<file path="src/rtl/line_follower_nch_if.sv">
// -----------------------------------------------------------------------------
// line_follower_nch_if
// Bundle between the ADC controller (sensor samples), the node-action source,
// and the PWM/motor driver for the N-channel line follower.
//
// Handshake: sample_valid is a one-cycle strobe qualifying sens in the same
// cycle. There is no ready/back-pressure: the follower always accepts, and a
// newer strobe simply overwrites a sample still waiting in its pipeline.
//
// Signals:
//   sens         N_SENS*SW  samples, channel i at [i*SW +: SW], 0 = leftmost
//   sample_valid 1          sample strobe
//   direction    3          node action: 0 straight, 1 left, 2 right,
//                           3 reverse, 4-7 stop
//   fault        1          level, forces FAULT while high
//   m1, m2       SW         left / right motor duty
//   m1_forward   1          left motor direction (1 = forward)
//   m2_forward   1          right motor direction (1 = forward)
//   node_pulse   1          one-cycle pulse on node confirm
//   node_cnt     8          confirmed node count (wraps)
//   busy         1          in TURN or REVERSE
//   lost         1          in LOST
//   state_dbg    3          current FSM state encoding
// -----------------------------------------------------------------------------
interface line_follower_nch_if #(
  parameter int N_SENS = 3,
  parameter int SW     = 12
);
  logic [N_SENS*SW-1:0] sens;
  logic                 sample_valid;
  logic [2:0]           direction;
  logic                 fault;
  logic [SW-1:0]        m1;
  logic [SW-1:0]        m2;
  logic                 m1_forward;
  logic                 m2_forward;
  logic                 node_pulse;
  logic [7:0]           node_cnt;
  logic                 busy;
  logic                 lost;
  logic [2:0]           state_dbg;

  // Sensor/command side.
  modport master (
    output sens, sample_valid, direction, fault,
    input  m1, m2, m1_forward, m2_forward, node_pulse, node_cnt, busy, lost,
           state_dbg
  );

  // Follower side.
  modport slave (
    input  sens, sample_valid, direction, fault,
    output m1, m2, m1_forward, m2_forward, node_pulse, node_cnt, busy, lost,
           state_dbg
  );
endinterface

</file>
<file path="src/rtl/line_follower_nch.sv">
// -----------------------------------------------------------------------------
// line_follower_nch
// N-channel black-line follower. Thresholds the sensor samples into a bitmap,
// steers proportionally to the line's offset from centre, and runs node
// manoeuvres (straight/left/right turn, reverse spin, stop) with debounce,
// a post-manoeuvre lockout, a node counter, and LOST/FAULT states.
//
// Ports:
//   clk  system clock
//   rst  asynchronous active-high reset
//   bus  line_follower_nch_if.slave (samples/commands in, motor drive out)
//
// Pipeline: stage 1 registers the bitmap on sample_valid, stage 2 (the FSM)
// acts on it the next cycle, so outputs move two edges after the strobe.
// -----------------------------------------------------------------------------
module line_follower_nch #(
  parameter int N_SENS   = 3,
  parameter int SW       = 12,
  parameter int THRESH   = 110,
  parameter int BASE     = 1200,
  parameter int KP       = 200,
  parameter int TURN     = 1500,
  parameter int SPIN     = 1000,
  parameter int SEARCH   = 500,
  parameter int MAX_DUTY = 4095,
  parameter int NODE_DEB = 2,
  parameter int TURN_CYC = 1000000,
  parameter int REV_MIN  = 1000000,
  parameter int LOCKOUT  = 4000000,
  parameter int CW       = 27
) (
  input logic                clk,
  input logic                rst,
  line_follower_nch_if.slave bus
);

  typedef enum logic [2:0] {
    S_FOLLOW  = 3'd0,
    S_LOST    = 3'd1,
    S_TURN    = 3'd2,
    S_REVERSE = 3'd3,
    S_STOP    = 3'd4,
    S_FAULT   = 3'd5
  } state_t;

  state_t              state_q;
  logic [N_SENS-1:0]   bm_d, bm_q;
  logic                vld_q;
  logic [7:0]          deb_q;
  logic [CW-1:0]       tc_q;
  logic [CW-1:0]       lock_q;
  logic signed [4:0]   last_off_q;
  logic [SW-1:0]       m1_q, m2_q;
  logic                m1f_q, m2f_q;
  logic                pulse_q;
  logic [7:0]          cnt_q;

  int                  lm, rm, off;
  logic [SW-1:0]       fol_m1, fol_m2;
  logic [SW-1:0]       lost_m1, lost_m2;
  state_t              act_state;
  logic [SW-1:0]       act_m1, act_m2;
  logic                act_m1f, act_m2f;
  logic                all_on;

  // Clamp a signed duty request into 0..MAX_DUTY. int is wide enough that
  // BASE +/- offset*KP cannot wrap for any legal parameter set.
  function automatic logic [SW-1:0] sat(input int v);
    if (v < 0)        return '0;
    if (v > MAX_DUTY) return SW'(MAX_DUTY);
    return SW'(v);
  endfunction

  // Stage 1: threshold every channel; equal to THRESH counts as on-line.
  always_comb begin
    bm_d = '0;
    for (int i = 0; i < N_SENS; i++)
      bm_d[i] = (bus.sens[i*SW +: SW] >= SW'(THRESH));
  end

  always_ff @(posedge clk or posedge rst) begin
    if (rst) begin
      bm_q  <= '0;
      vld_q <= 1'b0;
    end else begin
      vld_q <= bus.sample_valid;
      if (bus.sample_valid) bm_q <= bm_d;
    end
  end

  // Outermost on-line channels give the line position; their sum minus
  // (N_SENS-1) is zero when the line is centred.
  always_comb begin
    lm = 0;
    rm = 0;
    for (int i = N_SENS - 1; i >= 0; i--) if (bm_q[i]) lm = i;
    for (int i = 0; i < N_SENS; i++)      if (bm_q[i]) rm = i;
    off    = lm + rm - (N_SENS - 1);
    fol_m1 = sat(BASE + off * KP);
    fol_m2 = sat(BASE - off * KP);
    all_on = &bm_q;
  end

  // Lost-line recovery: swing toward the side the line was last seen on.
  always_comb begin
    lost_m1 = SW'(SEARCH);
    lost_m2 = SW'(SEARCH);
    if (last_off_q[4]) begin
      lost_m1 = '0;
      lost_m2 = SW'(TURN);
    end else if (last_off_q != '0) begin
      lost_m1 = SW'(TURN);
      lost_m2 = '0;
    end
  end

  // Node action selected by the direction input; outputs are loaded on entry
  // and held for the whole manoeuvre.
  always_comb begin
    act_state = S_STOP;
    act_m1    = '0;
    act_m2    = '0;
    act_m1f   = 1'b0;
    act_m2f   = 1'b0;
    case (bus.direction)
      3'd0: begin
        act_state = S_TURN; act_m1 = SW'(BASE); act_m2 = SW'(BASE);
        act_m1f = 1'b1; act_m2f = 1'b1;
      end
      3'd1: begin
        act_state = S_TURN; act_m2 = SW'(TURN);
        act_m1f = 1'b1; act_m2f = 1'b1;
      end
      3'd2: begin
        act_state = S_TURN; act_m1 = SW'(TURN);
        act_m1f = 1'b1; act_m2f = 1'b1;
      end
      3'd3: begin
        act_state = S_REVERSE; act_m1 = SW'(SPIN); act_m2 = SW'(SPIN);
        act_m1f = 1'b1; act_m2f = 1'b0;
      end
      default: ;
    endcase
  end

  // Stage 2: control FSM with registered outputs.
  always_ff @(posedge clk or posedge rst) begin
    if (rst) begin
      state_q    <= S_FOLLOW;
      deb_q      <= '0;
      tc_q       <= '0;
      lock_q     <= '0;
      last_off_q <= '0;
      m1_q       <= '0;
      m2_q       <= '0;
      m1f_q      <= 1'b0;
      m2f_q      <= 1'b0;
      pulse_q    <= 1'b0;
      cnt_q      <= '0;
    end else begin
      pulse_q <= 1'b0;
      if (lock_q != '0) lock_q <= lock_q - 1'b1;

      if (bus.fault) begin
        state_q <= S_FAULT;
        m1_q    <= '0;
        m2_q    <= '0;
        m1f_q   <= 1'b0;
        m2f_q   <= 1'b0;
        tc_q    <= '0;
        deb_q   <= '0;
        lock_q  <= '0;
      end else begin
        case (state_q)
          S_FOLLOW: if (vld_q) begin
            if (bm_q == '0) begin
              state_q <= S_LOST;
              deb_q   <= '0;
              m1_q    <= lost_m1;
              m2_q    <= lost_m2;
              m1f_q   <= 1'b1;
              m2f_q   <= 1'b1;
            end else if (all_on && lock_q == '0 &&
                         deb_q == 8'(NODE_DEB - 1)) begin
              pulse_q <= 1'b1;
              cnt_q   <= cnt_q + 1'b1;
              deb_q   <= '0;
              tc_q    <= '0;
              state_q <= act_state;
              m1_q    <= act_m1;
              m2_q    <= act_m2;
              m1f_q   <= act_m1f;
              m2f_q   <= act_m2f;
            end else begin
              deb_q      <= (all_on && lock_q == '0) ? deb_q + 1'b1 : '0;
              last_off_q <= 5'(off);
              m1_q       <= fol_m1;
              m2_q       <= fol_m2;
              m1f_q      <= 1'b1;
              m2f_q      <= 1'b1;
            end
          end
          S_LOST: if (vld_q && bm_q != '0) begin
            state_q    <= S_FOLLOW;
            deb_q      <= '0;
            last_off_q <= 5'(off);
            m1_q       <= fol_m1;
            m2_q       <= fol_m2;
            m1f_q      <= 1'b1;
            m2f_q      <= 1'b1;
          end
          S_TURN: begin
            tc_q <= tc_q + 1'b1;
            if (tc_q == CW'(TURN_CYC - 1)) begin
              // Leave the node heading straight until the next sample.
              state_q    <= S_FOLLOW;
              tc_q       <= '0;
              lock_q     <= CW'(LOCKOUT);
              last_off_q <= '0;
              m1_q       <= SW'(BASE);
              m2_q       <= SW'(BASE);
              m1f_q      <= 1'b1;
              m2f_q      <= 1'b1;
            end
          end
          S_REVERSE: begin
            // Saturate at REV_MIN so a long spin cannot wrap the counter.
            if (tc_q != CW'(REV_MIN)) tc_q <= tc_q + 1'b1;
            if (vld_q && bm_q[N_SENS/2] && tc_q >= CW'(REV_MIN)) begin
              state_q    <= S_FOLLOW;
              tc_q       <= '0;
              deb_q      <= '0;
              lock_q     <= CW'(LOCKOUT);
              last_off_q <= 5'(off);
              m1_q       <= fol_m1;
              m2_q       <= fol_m2;
              m1f_q      <= 1'b1;
              m2f_q      <= 1'b1;
            end
          end
          S_STOP: if (vld_q && act_state != S_STOP) begin
            tc_q    <= '0;
            state_q <= act_state;
            m1_q    <= act_m1;
            m2_q    <= act_m2;
            m1f_q   <= act_m1f;
            m2f_q   <= act_m2f;
          end
          S_FAULT: begin
            state_q    <= S_FOLLOW;
            last_off_q <= '0;
          end
          default: state_q <= S_FOLLOW;
        endcase
      end
    end
  end

  assign bus.m1         = m1_q;
  assign bus.m2         = m2_q;
  assign bus.m1_forward = m1f_q;
  assign bus.m2_forward = m2f_q;
  assign bus.node_pulse = pulse_q;
  assign bus.node_cnt   = cnt_q;
  assign bus.busy       = (state_q == S_TURN) || (state_q == S_REVERSE);
  assign bus.lost       = (state_q == S_LOST);
  assign bus.state_dbg  = state_q;

endmodule

</file>
<file path="src/flat_wrapper.sv">
// flat-port wrapper written by rule: the top's interface ports become plain ports
module line_follower_nch_flat 
#(
  parameter int N_SENS   = 3,
  parameter int SW       = 12,
  parameter int THRESH   = 110,
  parameter int BASE     = 1200,
  parameter int KP       = 200,
  parameter int TURN     = 1500,
  parameter int SPIN     = 1000,
  parameter int SEARCH   = 500,
  parameter int MAX_DUTY = 4095,
  parameter int NODE_DEB = 2,
  parameter int TURN_CYC = 1000000,
  parameter int REV_MIN  = 1000000,
  parameter int LOCKOUT  = 4000000,
  parameter int CW       = 27
)
  (clk, rst, bus_sens, bus_sample_valid, bus_direction, bus_fault, bus_m1, bus_m2, bus_m1_forward, bus_m2_forward, bus_node_pulse, bus_node_cnt, bus_busy, bus_lost, bus_state_dbg);
  line_follower_nch_if #(.N_SENS(N_SENS), .SW(SW)) bus_i ();
  input logic clk;
  input logic rst;
  input wire logic [$bits(bus_i.sens)-1:0] bus_sens;
  input wire logic [$bits(bus_i.sample_valid)-1:0] bus_sample_valid;
  input wire logic [$bits(bus_i.direction)-1:0] bus_direction;
  input wire logic [$bits(bus_i.fault)-1:0] bus_fault;
  output wire logic [$bits(bus_i.m1)-1:0] bus_m1;
  output wire logic [$bits(bus_i.m2)-1:0] bus_m2;
  output wire logic [$bits(bus_i.m1_forward)-1:0] bus_m1_forward;
  output wire logic [$bits(bus_i.m2_forward)-1:0] bus_m2_forward;
  output wire logic [$bits(bus_i.node_pulse)-1:0] bus_node_pulse;
  output wire logic [$bits(bus_i.node_cnt)-1:0] bus_node_cnt;
  output wire logic [$bits(bus_i.busy)-1:0] bus_busy;
  output wire logic [$bits(bus_i.lost)-1:0] bus_lost;
  output wire logic [$bits(bus_i.state_dbg)-1:0] bus_state_dbg;
  assign bus_i.sens = bus_sens;
  assign bus_i.sample_valid = bus_sample_valid;
  assign bus_i.direction = bus_direction;
  assign bus_i.fault = bus_fault;
  assign bus_m1 = bus_i.m1;
  assign bus_m2 = bus_i.m2;
  assign bus_m1_forward = bus_i.m1_forward;
  assign bus_m2_forward = bus_i.m2_forward;
  assign bus_node_pulse = bus_i.node_pulse;
  assign bus_node_cnt = bus_i.node_cnt;
  assign bus_busy = bus_i.busy;
  assign bus_lost = bus_i.lost;
  assign bus_state_dbg = bus_i.state_dbg;
  line_follower_nch #(.N_SENS(N_SENS), .SW(SW), .THRESH(THRESH), .BASE(BASE), .KP(KP), .TURN(TURN), .SPIN(SPIN), .SEARCH(SEARCH), .MAX_DUTY(MAX_DUTY), .NODE_DEB(NODE_DEB), .TURN_CYC(TURN_CYC), .REV_MIN(REV_MIN), .LOCKOUT(LOCKOUT), .CW(CW)) u_core (.clk(clk), .rst(rst), .bus(bus_i));
endmodule
</file>
<file path="config.mk">
export PLATFORM = sky130hd
export DESIGN_NAME = line_follower_nch_flat
export DESIGN_NICKNAME = d
export VERILOG_FILES = /design/src/rtl/line_follower_nch_if.sv /design/src/rtl/line_follower_nch.sv /design/src/flat_wrapper.sv
export SDC_FILE = /design/constraint.sdc
export NUM_CORES = 1
export LEC_CHECK = 0
export BUFFER_PORTS_ARGS = -buffer_cell sky130_fd_sc_hd__buf_2
export CORE_MARGIN = 2
export CORE_UTILIZATION = 45
export DETAILED_ROUTE_END_ITERATION = 10
export PLACE_DENSITY = 0.78
export REMOVE_ABC_BUFFERS = 1
export SLEW_MARGIN = 0
export SYNTH_ARGS = -nofsm -noshare
export SYNTH_HDL_FRONTEND = slang
export SYNTH_SLANG_ARGS = --single-unit
</file>
<file path="constraint.sdc">
create_clock -name clk -period 3.5 [get_ports clk]
set_input_delay 0.35 -clock clk [delete_from_list [all_inputs] [get_ports clk]]
set_output_delay 0.35 -clock clk [all_outputs]
set_load 0.005 [all_outputs]
</file>
==> impl_results.md, run 1 <==
- Status: finished clean
- Placed Area: 0.00726 mm^2
- Clock transition at path regs: 0.08 ns
- Post-Synth XOR/XNOR Area: 0.0628
- Share of total power in the clock network: 0.247
- Largest net degree at the start of global routing: 62
- Crit path kind: flop to flop
- R2R setup slack: 0.15 ns
- Std cell rows: 44
- Via count: 6033
- PD cells: 530 mW/mm^2
- Async SR Flop Fraction: 1.00
- Vias in the first global route: 5779
- Critical Path Fanout Max: 4
- Synthesized area: 0.00655 mm^2
- Die area: 0.0155 mm^2
- Launch point of the worst reg-to-reg path: u_core.bm_q[0]
- Post-Synth Simple-Gate Area: 0.254
- Combinational cell fraction of total power: 0.359
- #FFs+latches synth: 106
- WL per Instance: 16.5 um
- Clock Skew: 0.00980 ns
- Hold-fix buffers at CTS: 0
- Residual DRC: 0
- Slew Limit Fails: 0
- Final period util: 0.956
- Syn Area/Cell: 8.89 um^2
- Worst-Margin Slew: 0.781 ns
- Worst path required time: 3.75 ns
- Hpwl dp: 11900 um
- CTS tree: yes
- Via/cell ratio: 5.98
- Synth warn: 0
- Synth Area in Adders: 0.0302
- Core Util, Final: 0.527
- Post-synthesis compound-gate area fraction: 0.197
- Antenna violations before repair: 0
- Largest family of logic cells by synthesized area: simple AND/OR/NAND/NOR gates
- Post-synth top area cell: dfrtp_1
- Die Y-Extent: 125 um
- Total negative slack: 0 ns
- Total grt overflow: 0
- Post-synth top area share: 0.405
- Leak pwr: 3.43 nW
- Share of layout cells above drive strength 1: 0.196
- Hold_ws: 0.132 ns
- Core box area: 0.0144 mm^2
- Startpoint Class: flop
- First-pass GRT wire length: 28000 um
- H-tree depth: 3
- Post-route cell area: 0.00757 mm^2
- Largest cells by area after synthesis: dfrtp_1, nor2_1, xnor2_1, nand2_1, o21ai_0
- Setup violations, final: 0
- Pre-antenna DRT Iters: 6
- Main flop type after synthesis: dfrtp_1
- Minimum clock period: 3.35 ns
- P_int: 2.50 mW
- I/O Pins: 83
- Synth Instances: 737
- Netlist cell types: 70
- Sequential Power Share: 0.394
- N_diodes: 0
- Mux contribution to synthesized area: 0.0164
- Initial Util: 0.456
- Worst VDD drop: 0.000359 V
- RSZ-0062 raised after global routing: false
- DRT antenna net count: 0
- Max_slew headroom: 0.479
- Count leader, synth: dfrtp_1
- Sequential share of the synthesized area: 0.405
- DRT iter0 DRCs: 557
- CP Cell Sequence: nand2b_4 -> nor2_1 -> ha_1 -> a21o_1 -> inv_1 -> ha_2 -> ha_1 -> ha_1 -> ha_1 -> xor2_1 -> xnor2_1 -> o2111ai_1 -> mux2i_1 -> o211ai_1 -> a32o_1
- Clock Path Buffers: 2
- Nets: 878
- Worst-case reg-to-reg path depth: 15
- All-layer global routing usage: 0.218
- Synth cell count leaders: dfrtp_1, nor2_1, nand2_1
- Max-cap violations: 0
- Total Routed Length: 16600 um
- Sink Count: 106
- Element type at the critical path end: flop
- CP dominant cell by count: ha_1
- Hold Fails Final Rpt: 0
- Net Sw Frac: 0.375
- Switching pwr: 1.50 mW
- Die X: 125 um
- GPL Wtd Cong: 0.956
- Worst-Skew Late Latency: 0.36 ns
- Worst EP arrival: 3.60 ns
- Fmax: 299 MHz
- Max incr delay on CP: 0.42 ns
- Inserted Clock Buffers: 9
- Slowest cell on the critical path: dfrtp_1
- Clock root cell: clkbuf_16
- Tot Pwr: 4.01 mW
- IO buf count: 79
- Hold Crit Class: input pin to asynchronous set/reset pin
- Area growth syn-to-layout: 15.5%
- Number of synthesized flops with an enable pin: 0
- Worst r2r dst: u_core.bus.m1[10]
==> sequential cells by signal (all words and copies together), names as in the netlist <==
register               count
u_core.bus.m2_forward      1
u_core.bus.m1_forward      1
u_core.vld_q               1
u_core.bus.node_pulse      1
u_core.lock_q             27
u_core.last_off_q          4
u_core.bus.node_cnt        8
u_core.bus.m2             11
u_core.bm_q                3
u_core.deb_q               8
u_core.bus.state_dbg       3
u_core.tc_q               27
u_core.bus.m1             11
==> per-stage QoR <==
stage,std cells,worst slack [ns]
6_report,1009,0.152
5_1_grt,1009,0.000246
4_1_cts,1008,0.166
3_5_place_dp,992,0.184
3_3_place_gp,992,0.254
2_1_floorplan,698,0.192
==> cell type report <==
type                            instances  area, um^2
Fill cell                            1322        6800
Tap cell                              184         230
Clock buffer                            9         225
Inverter                               17        66.3
Multi-Input combinational cell        575        3680
Clock inverter                          7        60.1
Sequential cell                       106        2650
Timing Repair Buffer                  111         648
==> cell families (layout without fill, tap and decap cells) <==
kind of cell             Yosys count  in the layout
AND/OR/NAND/NOR                  314            314
adder cells (fa/ha/maj)           16             16
buffers and inverters             56            144
flip-flops                       106            106
XOR/XNOR                          47             47
AO/OA/AOI/OAI                    188            188
multiplexers                      10             10
==> how the worst max path moves through the flow <==
stage              startpoint           endpoint  slack, ns  depth (start not counted)
2_1_floorplan  u_core.bm_q[2]  u_core.bus.m1[10]       0.19                         15
3_3_place_gp   u_core.bm_q[2]  u_core.bus.m1[10]       0.25                         15
6_report       u_core.bm_q[0]  u_core.bus.m1[10]       0.15                         15
4_1_cts        u_core.bm_q[2]  u_core.bus.m1[10]       0.17                         15
5_1_grt        u_core.bm_q[0]  u_core.bus.m1[10]     0.0002                         15
3_5_place_dp   u_core.bm_q[2]  u_core.bus.m1[10]       0.18                         15
==> critical path: cells and delay by family, from the launching register on <==
kind | cells | cell delay [ns]
compound gates | 4 | 0.78
xor+xnor | 2 | 0.37
fa+ha+maj | 5 | 1.03
buf+inv | 1 | 0.10
flops | 1 | 0.42
mux | 1 | 0.29
simple gates | 2 | 0.26
==> power by group through the flow <==
stage	combinational [mW]	clock [mW]	sequential (mW)
6_report	1.44	0.990	1.58
4_1_cts	1.44	1.01	1.58
2_1_floorplan	1.04	0	1.58
3_5_place_dp	1.43	0	1.60
3_3_place_gp	1.39	0	1.59
5_1_grt	1.61	1.07	1.61
==> layer usage <==
layer / GRT usage / wire, um / up-vias
met3: 0.0425 / 1160 / 34
li1: - / - / 2869
met2: 0.355 / 7780 / 253
met5: 0 / 0 / -
met1: 0.294 / 7320 / 2877
met4: 0.0668 / 347 / 0
==> cell usage in the layout, fill, tap and decap left out, types with 10 or more instances in the layout <==
master and count:
a22o_1 20, inv_1 15, nor2_1 84, nor2b_1 17
a21oi_1 39, buf_2 79, xnor2_1 35, nor3_1 20
o21ai_0 44, nand3_1 26, buf_4 31, dfrtp_1 105
xor2_1 12, nor4_1 14, nand2_1 77, nand4_1 10
ha_1 14
==> timing repair <==
action                     in CTS  in global routing
setup endpoints to repair       0                  1
gates resized for setup         0                  3
buffers inserted                0                  1
Power figures use the tool's default switching activity.
==> run 2, diff against run 1 <==
Settings changed: CORE_MARGIN 2 to 1, MAX_ROUTING_LAYER set to met4, RECOVER_POWER set to 100.
==> impl_results.md, run 2 (synthesis results as in run 1) <==
- Launch point of the worst reg-to-reg path: u_core.bm_q[0]
- Switching pwr: 1.49 mW
- Tot Pwr: 3.97 mW
- Top flop regs: u_core.lock_q (27), u_core.tc_q (27)
- Worst EP arrival: 3.65 ns
- Slew Limit Fails: 53
- Worst-Skew Late Latency: 0.36 ns
- Hpwl dp: 11800 um
- Met1 wire length: 7320 um
- Share of layout cells above drive strength 1: 0.148
- Clock transition at path regs: 0.08 ns
- Status: finished, violations left
- Initial Util: 0.467
- Via count: 6028
- Setup violations, final: 0
- Commonest non-fill, non-tap cell in the layout: dfrtp_1
- CP dominant cell by count: ha_1
- Post-route cell area: 0.00748 mm^2
- WL per Instance: 16.5 um
- Clock Path Buffers: 2
- Residual DRC: 0
- Via/cell ratio: 6.00
- Most frequent cells in the layout: dfrtp_1, nor2_1, nand2_1
- I/O Pins: 83
- First-pass GRT wire length: 27900 um
- Final period util: 0.969
- Hold Fails Final Rpt: 0
- Worst path required time: 3.76 ns
- Area occupied by multi-input gates: 0.00369 mm^2
- Worst path bufs/invs: 1
- Hold Crit Class: input pin to flop
- Die X: 123 um
- PD cells: 531 mW/mm^2
- Core Util, Final: 0.532
- Core box area: 0.0140 mm^2
- Fillers: 1280
- Sequential Power Share: 0.399
- Total Routed Length: 16600 um
- Sink Count: 106
- Clock root cell: clkbuf_16
- Startpoint Class: flop
- GPL Wtd Cong: 0.956
- Layout Cells excl Fill: 1004
- CTS tree: yes
- Worst-Margin Slew: 2.24 ns
- Worst Hold End: u_core.vld_q
- Worst VDD drop: 0.000289 V
- Fin worst setup slack: 0.110 ns
- Violated checks: capacitance limit, slew limit
- Crit path launch: u_core.bm_q[0]
- Vias in the first global route: 5653
- Nets: 878
- Top sig layer: met4
- N_diodes: 0
- Largest net degree at the start of global routing: 56
- Total grt overflow: 0
- CP Cell Sequence: nand2b_4 -> nor2_2 -> ha_1 -> a21o_1 -> inv_1 -> ha_2 -> ha_1 -> ha_1 -> ha_1 -> xor2_1 -> xnor2_1 -> o2111ai_2 -> mux2i_2 -> o211ai_1 -> a32o_1
- Top delay family on crit path: adder cells
- P_int: 2.48 mW
- Leak pwr: 3.24 nW
- All-layer global routing usage: 0.242
- Max incr delay on CP: 0.45 ns
- Minimum clock period: 3.39 ns
- Area growth syn-to-layout: 14.1%
- Critical Path Fanout Max: 6
- Met3 Wirelength: 1150 um
- Antenna violations before repair: 0
- Fmax: 295 MHz
- Combinational cell fraction of total power: 0.352
- Crit path kind: flop to flop
- Max_slew headroom: -0.505
- Register Area: 0.00266 mm^2
- Placed Area: 0.00724 mm^2
- H-tree depth: 3
- Worst-case reg-to-reg path depth: 15
- DRT antenna net count: 0
- Placed cell count: 986
- Std cell rows: 43
- Hold_sp: bus_sample_valid
- Clock Skew: 0.0122 ns
- Max-cap violations: 1
- Die Y-Extent: 123 um
- DRT iter0 DRCs: 629
- Inserted Clock Buffers: 9
- Pre-antenna DRT Iters: 5
- Die area: 0.0150 mm^2
- IO buf count: 79
- Met2 WL post-DR: 7820 um
- Total negative slack: 0 ns
- Hold_ws: 0.205 ns
- Slowest cell on the critical path: dfrtp_2
- R2R setup slack: 0.11 ns
- Hold path cells: 1
- Net Sw Frac: 0.376
- Element type at the critical path end: flop
- Share of total power in the clock network: 0.249
- Worst r2r dst: u_core.bus.m1[10]
- Worst Setup Slack post-DPL: 0.175 ns
==> run 2: routing by layer <==
| layer | track usage | up-vias |
|---|---|---|
| met2 | 0.371 | 228 |
| li1 | - | 2858 |
| met5 | - | - |
| met1 | 0.319 | 2908 |
| met4 | 0.0724 | 0 |
| met3 | 0.0539 | 34 |
==> run 2: layout make-up <==
cell class / instances / area share
Timing Repair Buffer: 111 / 0.0753
Tap cell: 180 / 0.0301
Clock inverter: 6 / 0.00703
Multi-Input combinational cell: 575 / 0.494
Inverter: 17 / 0.00870
Clock buffer: 9 / 0.0301
Sequential cell: 106 / 0.355
==> run 2: power groups by stage <==
stage | combinational (mW) | sequential [mW] | clock [mW]
after floorplan | 1.04 | 1.58 | 0
after global placement | 1.39 | 1.60 | 0
after detailed placement | 1.42 | 1.60 | 0
after CTS | 1.43 | 1.58 | 1.01
after global routing | 1.57 | 1.61 | 1.06
final | 1.40 | 1.58 | 0.988
==> run 2: how the worst max path moves through the flow <==
stage | cells past startpoint | to
5_1_grt | 15 | u_core.bus.m1[10]
6_report | 15 | u_core.bus.m1[10]
2_1_floorplan | 15 | u_core.bus.m1[10]
4_1_cts | 16 | u_core.bus.m1[10]
3_5_place_dp | 16 | u_core.bus.m1[10]
3_3_place_gp | 15 | u_core.bus.m1[10]
==> run 2: timing repair <==
item | 4_1_cts | 5_1_grt
setup endpoints to repair | 0 | 1
setup buffers | 0 | 3
resized for setup | 0 | 8
hold buffers | 0 | 0
